`config.mk`:
```
export PLATFORM = sky130hd
export DESIGN_NAME = serial_mouse_encoder
export DESIGN_NICKNAME = d
export VERILOG_FILES = /design/src/rtl/serial_mouse_encoder.sv
export SDC_FILE = /design/constraint.sdc
export NUM_CORES = 1
export LEC_CHECK = 0
export ABC_AREA = 1
export CAP_MARGIN = 40
export CORE_UTILIZATION = 38
export CTS_BUF_LIST = sky130_fd_sc_hd__clkbuf_2
export DETAILED_ROUTE_END_ITERATION = 8
export GPL_ROUTABILITY_DRIVEN = 0
export SYNTH_ARGS = -nofsm -noshare
export SYNTH_HDL_FRONTEND = slang
export SYNTH_SLANG_ARGS = --single-unit
```
`constraint.sdc`:
```
create_clock -name iClk -period 10.5 [get_ports iClk]
set_input_delay 2.1 -clock iClk [delete_from_list [all_inputs] [get_ports iClk]]
set_output_delay 2.1 -clock iClk [all_outputs]
set_load 0.05 [all_outputs]
```
`src/rtl/serial_mouse_encoder.sv`:
```
// rtl/serial_mouse_encoder.sv - Microsoft serial mouse packet encoder with RTS ident byte
module serial_mouse_encoder #(
  parameter int          ACC_WIDTH  = 10,
  parameter int          GAP_CYCLES = 250000,
  parameter logic [7:0]  ID_BYTE    = 8'h4D
) (
  input  logic       iClk,
  input  logic       iRst,
  input  logic [7:0] iDx,
  input  logic [7:0] iDy,
  input  logic       iMove,
  input  logic       iBtnL,
  input  logic       iBtnR,
  input  logic       iRts,
  output logic [7:0] oData,
  output logic       oValid,
  input  logic       iReady
);

  localparam int GW = $clog2(GAP_CYCLES + 1);
  localparam int EW = ACC_WIDTH + 2;

  localparam logic signed [EW-1:0]        ACC_MAX  = {3'b000, {(ACC_WIDTH-1){1'b1}}};
  localparam logic signed [EW-1:0]        ACC_MIN  = {3'b111, {(ACC_WIDTH-1){1'b0}}};
  localparam logic signed [ACC_WIDTH-1:0] BYTE_MAX = ACC_WIDTH'(127);
  localparam logic signed [ACC_WIDTH-1:0] BYTE_MIN = ACC_WIDTH'(-128);
  localparam logic [GW-1:0]               GAP_LOAD = GW'(GAP_CYCLES);

  typedef enum logic [2:0] {S_IDLE, S_ID, S_B0, S_B1, S_B2} state_t;

  state_t                       state_q;
  logic [7:0]                   data_q, b1_q, b2_q;
  logic                         valid_q;
  logic signed [ACC_WIDTH-1:0]  acc_x_q, acc_y_q, acc_x_d, acc_y_d;
  logic                         last_l_q, last_r_q, rts_dly_q;
  logic [GW-1:0]                gap_q;

  logic [7:0]                   sx, sy;
  logic signed [EW-1:0]         sum_x, sum_y;
  logic                         powered, snap, xfer;

  // Clamp an accumulator to the signed byte range carried in a packet.
  function automatic logic [7:0] clamp8(input logic signed [ACC_WIDTH-1:0] a);
    if (a > BYTE_MAX)      return 8'h7F;
    else if (a < BYTE_MIN) return 8'h80;
    else                   return a[7:0];
  endfunction

  // Saturate the widened update back into the accumulator range.
  function automatic logic signed [ACC_WIDTH-1:0] sat(input logic signed [EW-1:0] v);
    if (v > ACC_MAX)      return ACC_MAX[ACC_WIDTH-1:0];
    else if (v < ACC_MIN) return ACC_MIN[ACC_WIDTH-1:0];
    else                  return v[ACC_WIDTH-1:0];
  endfunction

  assign powered = iRts & rts_dly_q;
  assign xfer    = valid_q & iReady;
  assign snap    = powered && (state_q == S_IDLE) && (gap_q == '0) &&
                   ((acc_x_q != '0) || (acc_y_q != '0) ||
                    (iBtnL != last_l_q) || (iBtnR != last_r_q));
  assign oData   = data_q;
  assign oValid  = valid_q;

  // Accumulator next state: remove what the snapshot sends, add new motion, saturate.
  always_comb begin
    sx      = clamp8(acc_x_q);
    sy      = clamp8(acc_y_q);
    sum_x   = {{2{acc_x_q[ACC_WIDTH-1]}}, acc_x_q}
            - (snap  ? {{(EW-8){sx[7]}}, sx}   : '0)
            + (iMove ? {{(EW-8){iDx[7]}}, iDx} : '0);
    sum_y   = {{2{acc_y_q[ACC_WIDTH-1]}}, acc_y_q}
            - (snap  ? {{(EW-8){sy[7]}}, sy}   : '0)
            + (iMove ? {{(EW-8){iDy[7]}}, iDy} : '0);
    acc_x_d = sat(sum_x);
    acc_y_d = sat(sum_y);
  end

  // Protocol FSM, handshake registers, gap timer and RTS tracking.
  always_ff @(posedge iClk) begin
    rts_dly_q <= iRts;
    if (iRst || !iRts) begin
      if (iRst) rts_dly_q <= 1'b0;
      state_q  <= S_IDLE;
      valid_q  <= 1'b0;
      data_q   <= 8'h00;
      b1_q     <= 8'h00;
      b2_q     <= 8'h00;
      acc_x_q  <= '0;
      acc_y_q  <= '0;
      last_l_q <= 1'b0;
      last_r_q <= 1'b0;
      gap_q    <= '0;
    end else if (!rts_dly_q) begin
      // Mouse just powered up: drop anything in flight and identify.
      state_q <= S_ID;
      valid_q <= 1'b1;
      data_q  <= ID_BYTE;
      acc_x_q <= '0;
      acc_y_q <= '0;
      gap_q   <= '0;
    end else begin
      acc_x_q <= acc_x_d;
      acc_y_q <= acc_y_d;
      if (gap_q != '0) gap_q <= gap_q - 1'b1;
      case (state_q)
        S_IDLE: if (snap) begin
          state_q  <= S_B0;
          valid_q  <= 1'b1;
          data_q   <= {1'b0, 1'b1, iBtnL, iBtnR, sy[7:6], sx[7:6]};
          b1_q     <= {2'b00, sx[5:0]};
          b2_q     <= {2'b00, sy[5:0]};
          last_l_q <= iBtnL;
          last_r_q <= iBtnR;
        end
        S_ID: if (xfer) begin
          state_q <= S_IDLE;
          valid_q <= 1'b0;
        end
        S_B0: if (xfer) begin
          state_q <= S_B1;
          data_q  <= b1_q;
        end
        S_B1: if (xfer) begin
          state_q <= S_B2;
          data_q  <= b2_q;
        end
        S_B2: if (xfer) begin
          state_q <= S_IDLE;
          valid_q <= 1'b0;
          gap_q   <= GAP_LOAD;
        end
        default: begin
          state_q <= S_IDLE;
          valid_q <= 1'b0;
        end
      endcase
    end
  end

endmodule
```
==> flow_summary.toml <==
[detailed_routing]
vias = 4680
dr.pass1.iters = 6
via_per_inst = 4.69
drt_iter0_markers = 330
wire_per_inst_um = 11.8
drt_wl_total_um = 11800
drc_errors = 0
antenna_left = 0

[floorplan]
core_area_mm2 = 0.0128
rows = 41
die-area_mm2 = 0.0137
initial_core_util_pct = 39.4
die_y_um = 117
io_pins = 32
die_w_um = 117

[timing]
rsz0062_at_grt = "no"
worst_clock_skew_ns = 0.0395
drv_slew = 0
final.period_utilization_pct = 51.1
finalSetupTns_ns = 0
setup_viol = 0
finalCriticalPeriod_ns = 5.36
hold_viol = 0
max_slew.worst_pin.slew_ns = 0.766
max_freq_mhz = 186
relSlewSlack_pct = 48.8
setup_ws_ns = 5.14

[global_route]
grt_pass1_wl_um = 20400
antenna_found_initial = 0
overflow = 0
grt_max_degree = 28
first_global_vias = 4324
track_usage_pct = 18.8

[finish]
final_cell_mix = "nand2_1, inv_1, nor2_1"
diodes = 0
final_nets = 889
drive_gt1_share_pct = 4.85
area_growth_pct = 11.7
final_cells = 997
final.fill_count = 1389
final_common_cell = "nand2_1"

[yosys]
synth_top_area_cell = "dfxtp_1"
yosys_warnings = 0
netlist.area_leader.share_pct = 25.4
syn-num-nets = 856
synthCells = 787
synth_seq_cells = 64
yosysUniqueCellTypes = 36
yosys_most_used_dff = "dfxtp_1"
synth_area_leaders = "dfxtp_1, nand2_1, inv_1"
yosysSeqAreaShare_pct = 25.4
synth_edf_count = 0
synthArstFlopShare_pct = 0
avgSynthCellArea_um2 = 6.40
netlist_area_mm2 = 0.00504

[setup_path]
crit_type = "input port to register"
cp_max_fo = 9
crit_required_ns = 10.96
ff2ff_path_depth = 20
end_kind = "register"
r2r_start = "gap_q[0]"
critPathArrivalTime_ns = 5.83
start_kind = "input port"
r2r_slack_ns = 6.58
timing.rr.end = "acc_x_q[0]"

[clocking]
cts_tree = "built"
post_cts_resized = 0
cts_root_buf = "clkbuf_2"
cts_setup_buffers = 0
cts_buffers = 9
clk_latency_ns = 0.51
clock_sink_count = 64
clkTransAtPathRegs_ns = 0.22
clock_path_buffers = 2
cts_hold_buffers = 0
h-tree-depth = 3

[power]
seqPwrFrac_pct = 23.9
vdd_drop_max_mv = 0.103
net-switching-power_uw = 606
switching_share_pct = 50.8
power_density_mw_per_mm2 = 212
leakage_nw = 2.90
internal-power_uw = 587
pwr-share-clk_pct = 12.6
p_comb_share_pct = 63.5

[outcome]
run_status = "completed"

[placement]
dpl.hpwl_um = 9500
dp_slack_ns = 4.56
io_buffers = 30
placed_cells = 981

[min_path]
hold_depth = 2
worstHoldStart = "oData[3]"
hold_path.class = "register to register"
hold_end = "oData[3]"

[run]
cap_viol_max_count = 0
## Yosys cell counts, types with 2 or more instances
cell type	instances
nand2_1	243
inv_1	142
nor2_1	79
dfxtp_1	64
nand3_1	52
a21oi_1	49
ha_1	26
fa_1	20
o21ai_0	20
xnor2_1	12
xor2_1	11
nand4_1	10
nor3_1	8
a31oi_1	6
nor2_2	6
nor2_4	4
o21bai_1	4
buf_2	3
clkbuf_1	3
or2_2	3
a211oi_1	2
inv_2	2
nand2_2	2
nand2_4	2
nand3_4	2
o211ai_1	2
## worst max path at each step
stage	start	to	slack [ns]	depth (start not counted)
finish	iBtnR	acc_x_q[0]	5.14	23
global route	iBtnR	acc_y_q[8]	4.79	23
CTS	iBtnL	acc_x_q[0]	5.14	23
detailed placement	iBtnL	acc_x_q[0]	4.56	23
global placement	iBtnL	acc_x_q[0]	4.60	25
floorplan	iBtnL	acc_y_q[0]	5.68	22
## critical path: stages
cell             delay (ns)
clkdlybuf4s50_1        0.56
nand2_1                0.07
nand2_1                0.05
inv_1                  0.03
nand2_1                0.05
nor2_1                 0.04
nand2_1                0.14
nand3_2                0.25
nor2_1                 0.24
o21ai_0                0.18
fa_1                   0.48
ha_1                   0.39
nand2_1                0.12
nand3_1                0.15
nand2_1                0.09
nand2_1                0.09
nand2_1                0.11
nand2_1                0.08
nand2_1                0.07
nand2_1                0.06
nand2_1                0.22
nand2_1                0.12
a21oi_1                0.14
## routing by layer
layer,GRT usage [%],up-vias,wire (um)
met3,2.21,9,369
li1,-,2507,-
met1,27.3,2080,6180
met4,4.30,0,98
met2,29.9,84,5130
met5,0,-,0
## power by group through the flow
| stage | sequential (mW) | clock, mW | combinational, mW |
|---|---|---|---|
| global route | 0.288 | 0.167 | 0.867 |
| CTS | 0.285 | 0.155 | 0.762 |
| floorplan | 0.290 | 0 | 0.592 |
| detailed placement | 0.290 | 0 | 0.757 |
| global placement | 0.290 | 0 | 0.763 |
| finish | 0.285 | 0.150 | 0.758 |
## flip-flops by register name (all words and copies together) (netlist names)
signal	cells
b1_q	6
gap_q	18
acc_y_q	10
rts_dly_q	1
acc_x_q	10
last_r_q	1
b2_q	6
last_l_q	1
oData	7
state_q	3
oValid	1
## cell type report
type                       count  area, um^2  area share (%)
clock inverter                 7        71.3            1.27
sequential                    64        1280            22.8
tap                          172         215            3.82
multi-input combinational    569        3160            56.2
clock buffer                   9        45.0           0.801
timing repair buffer          31         308            5.47
inverter                     145         546            9.70
## logic make-up after synthesis
group	synth area share, %
simple gates	35.2
buf+inv	11.8
compound gates	9.09
flops	25.4
other cells	0.0745
xor+xnor	4.00
fa+ha+maj	14.4
## metrics by stage
stage          hold WS [ns]  utilization [%]  area, um^2  total power, mW
5_1_grt               0.493             44.0        5630             1.32
3_3_place_gp          0.451             43.1        5510             1.05
3_5_place_dp          0.455             43.1        5510             1.05
2_1_floorplan         0.445                -        5040            0.883
4_1_cts               0.479             44.0        5630             1.20
6_report              0.478             44.0        5630             1.19
No activity file was read; power rests on OpenSTA's default activity.
